**config.mk**
```make
export PLATFORM = sky130hd
export DESIGN_NAME = cpu_slot_arbiter_flat
export DESIGN_NICKNAME = d
export VERILOG_FILES = /design/src/rtl/cpu_slot_arbiter_if.sv /design/src/rtl/cpu_slot_arbiter.sv /design/src/flat_wrapper.sv
export SDC_FILE = /design/constraint.sdc
export NUM_CORES = 1
export LEC_CHECK = 0
export CAP_MARGIN = 20
export CORE_ASPECT_RATIO = 0.6
export CORE_MARGIN = 5
export CORE_UTILIZATION = 41
export DETAILED_ROUTE_END_ITERATION = 8
export PLACE_DENSITY = 0.93
export SLEW_MARGIN = 0
export SYNTH_ARGS = -nofsm -noshare
export SYNTH_HDL_FRONTEND = slang
export SYNTH_SLANG_ARGS = --single-unit
```
**constraint.sdc**
```tcl
create_clock -name MCLK -period 4.9 [get_ports MCLK]
set_clock_uncertainty 0.15 [all_clocks]
set_input_delay 0.735 -clock MCLK [delete_from_list [all_inputs] [get_ports MCLK]]
set_output_delay 0.735 -clock MCLK [all_outputs]
set_load 0.02 [all_outputs]
```
**src/rtl/cpu_slot_arbiter_if.sv**
```systemverilog
// ---------------------------------------------------------------------------
// cpu_slot_arbiter_if
//   Bundles the CPU-side and device-side signals of the time-slot arbiter.
//
//   master : the arbiter itself (drives clock enables, read data, device bus)
//   slave  : the surrounding system (CPU cores and device decoder)
//
//   CPU side    : CH_EN, CH_CE, CH_AD, CH_RD, CH_WR, CH_DO, CH_DI, CH_DV
//                 (channel k occupies bit k / slice [k*AW +: AW] / [k*DW +: DW])
//   Device side : DEV_AD, DEV_RD, DEV_WR, DEV_DI, DEV_DO, DEV_DV, DEV_WAIT,
//                 DEV_CH, DEV_ACT, TIMEOUT
// ---------------------------------------------------------------------------
interface cpu_slot_arbiter_if #(
    parameter int NCH = 3,
    parameter int AW  = 16,
    parameter int DW  = 8
);
    localparam int CW = (NCH > 1) ? $clog2(NCH) : 1;

    // CPU side
    logic [NCH-1:0]    CH_EN;
    logic [NCH-1:0]    CH_CE;
    logic [NCH*AW-1:0] CH_AD;
    logic [NCH-1:0]    CH_RD;
    logic [NCH-1:0]    CH_WR;
    logic [NCH*DW-1:0] CH_DO;
    logic [NCH*DW-1:0] CH_DI;
    logic [NCH-1:0]    CH_DV;

    // Device side
    logic [AW-1:0]     DEV_AD;
    logic              DEV_RD;
    logic              DEV_WR;
    logic [DW-1:0]     DEV_DI;
    logic [DW-1:0]     DEV_DO;
    logic              DEV_DV;
    logic              DEV_WAIT;
    logic [CW-1:0]     DEV_CH;
    logic              DEV_ACT;
    logic              TIMEOUT;

    modport master (
        input  CH_EN, CH_AD, CH_RD, CH_WR, CH_DO,
        input  DEV_DO, DEV_DV, DEV_WAIT,
        output CH_CE, CH_DI, CH_DV,
        output DEV_AD, DEV_RD, DEV_WR, DEV_DI, DEV_CH, DEV_ACT, TIMEOUT
    );

    modport slave (
        output CH_EN, CH_AD, CH_RD, CH_WR, CH_DO,
        output DEV_DO, DEV_DV, DEV_WAIT,
        input  CH_CE, CH_DI, CH_DV,
        input  DEV_AD, DEV_RD, DEV_WR, DEV_DI, DEV_CH, DEV_ACT, TIMEOUT
    );
endinterface

```
**src/rtl/cpu_slot_arbiter.sv**
```systemverilog
// ---------------------------------------------------------------------------
// cpu_slot_arbiter
//   Time-slot arbiter letting NCH CPU cores share one I/O device bus.
//   Channels own the bus in round-robin slots of SLOT_LEN MCLK cycles; the
//   device may stretch a slot with DEV_WAIT for up to MAX_WAIT extra cycles,
//   after which the slot is force-ended and TIMEOUT pulses. Each CPU advances
//   only on its one-cycle clock enable (CH_CE) at the end of its own slot.
//   Read data seen at the end of a slot is held per channel until that
//   channel's next slot, so cores see stable data while they are stalled.
//
// Ports
//   MCLK   : master clock, all state on rising edge
//   RESET  : asynchronous, active-high reset
//   bus    : cpu_slot_arbiter_if.master (CPU channels + device bus)
//
// Parameters
//   NCH       : number of CPU channels (1..8)
//   AW, DW    : address / data width
//   SLOT_LEN  : base slot length (>=2)
//   MAX_WAIT  : max stretch cycles per slot (>=1)
//   SKIP_IDLE : 1 = disabled channels lose their slot,
//               0 = their slot still runs with the bus idle
// ---------------------------------------------------------------------------
module cpu_slot_arbiter #(
    parameter int NCH       = 3,
    parameter int AW        = 16,
    parameter int DW        = 8,
    parameter int SLOT_LEN  = 4,
    parameter int MAX_WAIT  = 15,
    parameter int SKIP_IDLE = 1
) (
    input  logic                MCLK,
    input  logic                RESET,
    cpu_slot_arbiter_if.master  bus
);
    localparam int CW    = (NCH > 1) ? $clog2(NCH) : 1;
    localparam int CNT_W = $clog2(SLOT_LEN);
    localparam int WCW   = $clog2(MAX_WAIT + 1);

    localparam logic [CNT_W-1:0] CNT_LAST = CNT_W'(SLOT_LEN - 1);
    localparam logic [WCW-1:0]   WCNT_MAX = WCW'(MAX_WAIT);
    localparam logic [CW:0]      NCH_W    = (CW+1)'(NCH);

    typedef enum logic [1:0] {
        S_IDLE    = 2'd0,
        S_SLOT    = 2'd1,
        S_STRETCH = 2'd2
    } state_t;

    // -----------------------------------------------------------------------
    // State
    // -----------------------------------------------------------------------
    state_t            state_q, state_d;
    logic [CW-1:0]     cur_q, cur_d;
    logic [CNT_W-1:0]  cnt_q, cnt_d;
    logic [WCW-1:0]    wcnt_q, wcnt_d;
    logic [DW-1:0]     hold_di_q [NCH];
    logic [DW-1:0]     hold_di_d [NCH];
    logic [NCH-1:0]    hold_dv_q, hold_dv_d;

    // -----------------------------------------------------------------------
    // Candidate search
    //   found_here/idx_here : first candidate starting AT cur (used from IDLE)
    //   found_next/idx_next : first candidate starting AFTER cur, wrapping,
    //                         with cur itself checked last (used at slot end)
    // The loop runs from the farthest offset down to the nearest so the
    // nearest match is the one left standing.
    // -----------------------------------------------------------------------
    logic [NCH-1:0] cand;
    logic           found_here, found_next;
    logic [CW-1:0]  idx_here, idx_next;
    logic [CW:0]    pos_here, pos_next;

    assign cand = (SKIP_IDLE != 0) ? bus.CH_EN : {NCH{1'b1}};

    always_comb begin
        found_here = 1'b0;
        found_next = 1'b0;
        idx_here   = cur_q;
        idx_next   = cur_q;
        pos_here   = '0;
        pos_next   = '0;
        for (int i = NCH - 1; i >= 0; i--) begin
            // cur + i and cur + i + 1 never reach 2*NCH, so one subtraction wraps
            pos_here = {1'b0, cur_q} + (CW+1)'(i);
            if (pos_here >= NCH_W) begin
                pos_here = pos_here - NCH_W;
            end
            if (cand[pos_here[CW-1:0]]) begin
                found_here = 1'b1;
                idx_here   = pos_here[CW-1:0];
            end

            pos_next = {1'b0, cur_q} + (CW+1)'(i + 1);
            if (pos_next >= NCH_W) begin
                pos_next = pos_next - NCH_W;
            end
            if (cand[pos_next[CW-1:0]]) begin
                found_next = 1'b1;
                idx_next   = pos_next[CW-1:0];
            end
        end
    end

    // -----------------------------------------------------------------------
    // Slot status
    // -----------------------------------------------------------------------
    logic owner_on;
    logic end_cycle;
    logic timeout;

    // The owner can lose its enable mid-slot; the slot keeps its timing but
    // the bus, clock enable and capture are suppressed from that cycle on.
    assign owner_on = (state_q != S_IDLE) && bus.CH_EN[cur_q];

    always_comb begin
        end_cycle = 1'b0;
        timeout   = 1'b0;
        case (state_q)
            S_SLOT: begin
                end_cycle = (cnt_q == CNT_LAST) && !bus.DEV_WAIT;
            end
            S_STRETCH: begin
                end_cycle = !bus.DEV_WAIT || (wcnt_q == WCNT_MAX);
                timeout   = bus.DEV_WAIT && (wcnt_q == WCNT_MAX);
            end
            default: begin
                end_cycle = 1'b0;
                timeout   = 1'b0;
            end
        endcase
    end

    // -----------------------------------------------------------------------
    // Next-state logic
    // -----------------------------------------------------------------------
    always_comb begin
        state_d   = state_q;
        cur_d     = cur_q;
        cnt_d     = cnt_q;
        wcnt_d    = wcnt_q;
        hold_dv_d = hold_dv_q;
        for (int i = 0; i < NCH; i++) begin
            hold_di_d[i] = hold_di_q[i];
        end

        case (state_q)
            S_IDLE: begin
                if (found_here) begin
                    state_d = S_SLOT;
                    cur_d   = idx_here;
                    cnt_d   = '0;
                    wcnt_d  = '0;
                end
            end
            S_SLOT: begin
                if (cnt_q == CNT_LAST) begin
                    if (bus.DEV_WAIT) begin
                        state_d = S_STRETCH;
                        wcnt_d  = WCW'(1);
                    end
                end else begin
                    cnt_d = cnt_q + CNT_W'(1);
                end
            end
            S_STRETCH: begin
                if (!end_cycle) begin
                    wcnt_d = wcnt_q + WCW'(1);
                end
            end
            default: begin
                state_d = S_IDLE;
            end
        endcase

        // Slot hand-over: capture the owner's read result, then pick the
        // next owner (possibly the same channel again).
        if (end_cycle) begin
            if (owner_on) begin
                hold_di_d[cur_q] = bus.DEV_DO;
                hold_dv_d[cur_q] = bus.DEV_DV;
            end
            cnt_d  = '0;
            wcnt_d = '0;
            if (found_next) begin
                state_d = S_SLOT;
                cur_d   = idx_next;
            end else begin
                state_d = S_IDLE;
            end
        end
    end

    // -----------------------------------------------------------------------
    // Registers
    // -----------------------------------------------------------------------
    always_ff @(posedge MCLK or posedge RESET) begin
        if (RESET) begin
            state_q   <= S_IDLE;
            cur_q     <= '0;
            cnt_q     <= '0;
            wcnt_q    <= '0;
            hold_dv_q <= '0;
            for (int i = 0; i < NCH; i++) begin
                hold_di_q[i] <= '0;
            end
        end else begin
            state_q   <= state_d;
            cur_q     <= cur_d;
            cnt_q     <= cnt_d;
            wcnt_q    <= wcnt_d;
            hold_dv_q <= hold_dv_d;
            for (int i = 0; i < NCH; i++) begin
                hold_di_q[i] <= hold_di_d[i];
            end
        end
    end

    // -----------------------------------------------------------------------
    // Device bus: owner's request when the owner is enabled, otherwise idle
    // -----------------------------------------------------------------------
    assign bus.DEV_AD  = owner_on ? bus.CH_AD[cur_q*AW +: AW] : '0;
    assign bus.DEV_DI  = owner_on ? bus.CH_DO[cur_q*DW +: DW] : '0;
    assign bus.DEV_RD  = owner_on && bus.CH_RD[cur_q];
    assign bus.DEV_WR  = owner_on && bus.CH_WR[cur_q];
    assign bus.DEV_CH  = cur_q;
    assign bus.DEV_ACT = owner_on;
    assign bus.TIMEOUT = timeout;

    // -----------------------------------------------------------------------
    // Per-channel outputs. The owning channel sees the device data live so
    // it is already valid at its CE edge; everyone else sees its held copy.
    // -----------------------------------------------------------------------
    generate
        for (genvar gi = 0; gi < NCH; gi++) begin : g_ch
            logic live;
            assign live = owner_on && (cur_q == CW'(gi));

            assign bus.CH_CE[gi]           = end_cycle && live;
            assign bus.CH_DI[gi*DW +: DW]  = live ? bus.DEV_DO : hold_di_q[gi];
            assign bus.CH_DV[gi]           = live ? bus.DEV_DV : hold_dv_q[gi];
        end
    endgenerate

endmodule

```
**src/flat_wrapper.sv**
```systemverilog
// flat-port wrapper written by rule: the top's interface ports become plain ports
module cpu_slot_arbiter_flat 
#(
    parameter int NCH       = 3,
    parameter int AW        = 16,
    parameter int DW        = 8,
    parameter int SLOT_LEN  = 4,
    parameter int MAX_WAIT  = 15,
    parameter int SKIP_IDLE = 1
)
  (MCLK, RESET, bus_CH_EN, bus_CH_AD, bus_CH_RD, bus_CH_WR, bus_CH_DO, bus_DEV_DO, bus_DEV_DV, bus_DEV_WAIT, bus_CH_CE, bus_CH_DI, bus_CH_DV, bus_DEV_AD, bus_DEV_RD, bus_DEV_WR, bus_DEV_DI, bus_DEV_CH, bus_DEV_ACT, bus_TIMEOUT);
  cpu_slot_arbiter_if #(.NCH(NCH), .AW(AW), .DW(DW)) bus_i ();
  input  logic MCLK;
  input  logic RESET;
  input wire logic [$bits(bus_i.CH_EN)-1:0] bus_CH_EN;
  input wire logic [$bits(bus_i.CH_AD)-1:0] bus_CH_AD;
  input wire logic [$bits(bus_i.CH_RD)-1:0] bus_CH_RD;
  input wire logic [$bits(bus_i.CH_WR)-1:0] bus_CH_WR;
  input wire logic [$bits(bus_i.CH_DO)-1:0] bus_CH_DO;
  input wire logic [$bits(bus_i.DEV_DO)-1:0] bus_DEV_DO;
  input wire logic [$bits(bus_i.DEV_DV)-1:0] bus_DEV_DV;
  input wire logic [$bits(bus_i.DEV_WAIT)-1:0] bus_DEV_WAIT;
  output wire logic [$bits(bus_i.CH_CE)-1:0] bus_CH_CE;
  output wire logic [$bits(bus_i.CH_DI)-1:0] bus_CH_DI;
  output wire logic [$bits(bus_i.CH_DV)-1:0] bus_CH_DV;
  output wire logic [$bits(bus_i.DEV_AD)-1:0] bus_DEV_AD;
  output wire logic [$bits(bus_i.DEV_RD)-1:0] bus_DEV_RD;
  output wire logic [$bits(bus_i.DEV_WR)-1:0] bus_DEV_WR;
  output wire logic [$bits(bus_i.DEV_DI)-1:0] bus_DEV_DI;
  output wire logic [$bits(bus_i.DEV_CH)-1:0] bus_DEV_CH;
  output wire logic [$bits(bus_i.DEV_ACT)-1:0] bus_DEV_ACT;
  output wire logic [$bits(bus_i.TIMEOUT)-1:0] bus_TIMEOUT;
  assign bus_i.CH_EN = bus_CH_EN;
  assign bus_i.CH_AD = bus_CH_AD;
  assign bus_i.CH_RD = bus_CH_RD;
  assign bus_i.CH_WR = bus_CH_WR;
  assign bus_i.CH_DO = bus_CH_DO;
  assign bus_i.DEV_DO = bus_DEV_DO;
  assign bus_i.DEV_DV = bus_DEV_DV;
  assign bus_i.DEV_WAIT = bus_DEV_WAIT;
  assign bus_CH_CE = bus_i.CH_CE;
  assign bus_CH_DI = bus_i.CH_DI;
  assign bus_CH_DV = bus_i.CH_DV;
  assign bus_DEV_AD = bus_i.DEV_AD;
  assign bus_DEV_RD = bus_i.DEV_RD;
  assign bus_DEV_WR = bus_i.DEV_WR;
  assign bus_DEV_DI = bus_i.DEV_DI;
  assign bus_DEV_CH = bus_i.DEV_CH;
  assign bus_DEV_ACT = bus_i.DEV_ACT;
  assign bus_TIMEOUT = bus_i.TIMEOUT;
  cpu_slot_arbiter #(.NCH(NCH), .AW(AW), .DW(DW), .SLOT_LEN(SLOT_LEN), .MAX_WAIT(MAX_WAIT), .SKIP_IDLE(SKIP_IDLE)) u_core (.MCLK(MCLK), .RESET(RESET), .bus(bus_i));
endmodule
```
==> run_results.csv <==
group,metric,value,unit
setup_path,path_class,"in2out",
setup_path,worstPathCellList,"clkdlybuf4s50_1 -> mux2_2 -> a22oi_1 -> or2_1 -> inv_4 -> nand2_1 -> mux2_2 -> clkdlybuf4s50_1",
die,initial_core_util,42.55,%
flow_run,drv_cap,0,
setup_path,crit_family,"buffers and inverters",
layout,layout_common_cells,"clkdlybuf4s50_1, nor2_1, mux2_2",
yosys,ys_types,46,
yosys,synth_compound_gate_area_share,11.48,%
yosys,ys_dominant_reg_cell,"dfrtp_1",
setup_path,required,4.01,ns
sta,fin_tns_setup,0,ns
sta,post-route-period-util,87.54,%
clocking,clk_latency,0.28,ns
detailed_routing,wl_per_cell,17.62,um
yosys,syn-cell-area,3118,um2
die,die_y,77.55,um
layout,nNetsFinal,595,
hold_path,hold_class,"reg2reg",
clocking,cts_buffer_depth,2,
pwr,pwr-share-comb,68.6,%
placed_design,dp.cells,586,
yosys,synth_fa_ha_area_share,5.217,%
hold_path,min_path_cells,1,
pwr,vdd_drop_max,0.2720,mV
pwr,p_seq_share,18.3,%
layout,finalNonFillerCells,594,
sta,post-route-min-period,4.289,ns
global_route,grt_pass1_vias,3209,
pwr,internal-power,1.629,mW
pwr,power_switching,1.253,mW
clocking,root_buffer,"clkbuf_16",
yosys,async_reset_ff_share,100.0,%
global_route,grt_max_degree,38,
pwr,power,2.882,mW
yosys,yosys.area_share.simple,16.09,%
yosys,syn_inst,344,
yosys,avgSynthCellArea,9.064,um2
clocking,htreeDepth,2,
clocking,cts_sinks,37,
outcome,status,"finished clean",
detailed_routing,dr.pass1.iters,4,
sta,worstMarginPinSlew,0.6988,ns
yosys,synth_top_family_by_area,"multiplexers",
setup_path,slowest_stage,"clkdlybuf4s50_1",
pwr,p_leak,2.130,nW
sta,finalHoldViolCount,0,
pwr,power_density,587.1,nW/um2
layout,finish.utilization,66.99,%
setup_path,cpPeakStageDelay,0.59,ns
setup_path,worstSetupStartpointType,"input port",
placed_design,dpl_worst_slack,0.6201,ns
detailed_routing,vias,3187,
clocking,clk_pin_slew,0.06,ns
setup_path,crit_buf_inv,3,
detailed_routing,drc,0,
detailed_routing,drt_iter0_markers,252,
yosys,syn-num-nets,450,
layout,diodes,0,
setup_path,cp_max_fo,10,
sta,drv_slew,0,
global_route,grt_util_all_layers,21.26,%
placed_design,dpl.hpwl,8062,um
clocking,cts_made_buffers,5,
layout,syn2layout_area_growth,57.42,%
layout,final_common_cell,"clkdlybuf4s50_1",
yosys,synth_edf_count,0,
yosys,muxShareOfSynthArea,33.03,%
yosys,ys_ff_latch,37,
detailed_routing,vias_per_cell,5.365,
setup_path,cp_num_cells,8,
yosys,ys_seq_area_share,29.70,%
global_route,grt_overflow,0,
detailed_routing,antenna_left,0,
sta,rsz0062_at_grt,"no",
pwr,p_clk_share,13.0,%
sta,slew_headroom,53.02,%
die,rows,24,
sta,setup_viol,0,
clocking,cts_tree,"done",
setup_path,crit_path_end_kind,"output pin",
global_route,grt_antenna_before_repair,0,
die,core_area,7327,um2
setup_path,rr_worst_depth,7,
detailed_routing,wirelength,10460,um
sta,worst_slack,0.6107,ns
layout,final_cell_area,4908,um2
clocking,cts_setup_buffers,0,
placed_design,finalWeightedCongestion,0.9386,
placed_design,placed_cell_area,4732,um2
die,dieArea,9506,um2
setup_path,crit_arrival,3.40,ns
clocking,cts_resized,0,
yosys,synth_xor_area_share,0,%
die,io_pins,153,
die,die_w,122.6,um
layout,drive_above_1_share,16.53,%
yosys,yosys_warnings,0,
sta,max_freq,233.1,MHz
sta,whs,0.3510,ns
placed_design,port_buffers,152,
pwr,swShare,43.48,%
global_route,grt_pass1_wl,16530,um
clocking,ctsHoldBuffers,0,
==> per-layer routing <==
metal | up-vias | global-route usage [%] | wire length, um
met5 | - | 0 | 0
met4 | 0 | 4.804 | 170
met3 | 16 | 4.433 | 545
met2 | 127 | 36.82 | 5277
met1 | 1535 | 27.34 | 4470
li1 | 1509 | - | -
==> path summary, 6_finish.rpt <==
kind / startpoint / slack (ns) / end
max in group asynchronous: RESET / 3.55 / u_core.cnt_q[0]$_DFFE_PP0P_
hold / removal: u_core.hold_di_q[23]$_DFFE_PP0P_ / 0.35 / u_core.hold_di_q[23]$_DFFE_PP0P_
min in group asynchronous: RESET / 0.73 / u_core.hold_di_q[14]$_DFFE_PP0P_
hold reg to reg: u_core.hold_di_q[23]$_DFFE_PP0P_ / 0.35 / u_core.hold_di_q[23]$_DFFE_PP0P_
setup / recovery: bus_CH_EN[2] / 0.61 / bus_CH_DI[15]
setup reg to reg: u_core.bus.DEV_CH[0]$_DFFE_PP0P_ / 1.08 / u_core.wcnt_q[0]$_DFFE_PP0P_
==> power by group through the flow <==
| stage | sequential, mW | combinational (mW) | clock, mW |
|---|---|---|---|
| after detailed placement | 0.525 | 1.95 | 0 |
| after global placement | 0.521 | 1.89 | 0 |
| after floorplan | 0.490 | 1.27 | 0 |
| final | 0.529 | 1.98 | 0.376 |
| after global routing | 0.543 | 2.11 | 0.392 |
| after CTS | 0.526 | 1.97 | 0.380 |
==> logic make-up after synthesis <==
logic type,Yosys count
flip-flops,37
AND/OR/NAND/NOR,105
multiplexers,95
AO/OA/AOI/OAI,59
buffers and inverters,35
adder cells (fa/ha/maj),13
==> synth_stat cells (2+ instances only) <==
cell type	number	area, um2
nor2_1	59	221.5
mux2_2	57	641.9
dfrtp_1	37	925.9
mux2i_1	35	350.3
a21oi_1	32	160.2
inv_1	15	56.30
nand2_1	15	56.30
ha_1	13	162.7
o21ai_0	8	40.04
buf_1	7	26.28
clkbuf_1	7	26.28
buf_2	5	25.02
nand3_1	4	20.02
a31oi_1	3	18.77
nand2b_1	3	18.77
nand3_2	3	30.03
nor2b_1	3	18.77
nor3_1	3	15.01
a211o_1	2	17.52
mux2_1	2	22.52
nand3b_1	2	15.01
nand4_1	2	12.51
o31ai_1	2	15.01
o41ai_1	2	17.52
or3_4	2	22.52
==> registers in the layout, indices dropped and copies added (netlist names) <==
name and count:
u_core.hold_dv_q 3, u_core.state_q 2, u_core.bus.DEV_CH 2, u_core.hold_di_q 24
u_core.wcnt_q 4, u_core.cnt_q 2
==> worst reg2reg max path, cell delays in order, from the launching register on <==
cell,delay [ns]
dfrtp_1,0.69
inv_1,0.28
ha_1,0.70
mux2i_1,0.36
o21ai_1,0.24
nor4b_2,0.69
or3_4,0.28
mux2_1,0.32
==> area by class of cell <==
| class | instances | area (um2) |
|---|---|---|
| Fill cell | 597 | 2419 |
| Multi-Input combinational cell | 272 | 2054 |
| Timing Repair Buffer | 157 | 1559 |
| Sequential cell | 37 | 925.9 |
| Clock buffer | 6 | 138.9 |
| Tap cell | 104 | 130.1 |
| Inverter | 16 | 62.56 |
| Clock inverter | 2 | 37.54 |
Power figures use the tool's default switching activity.
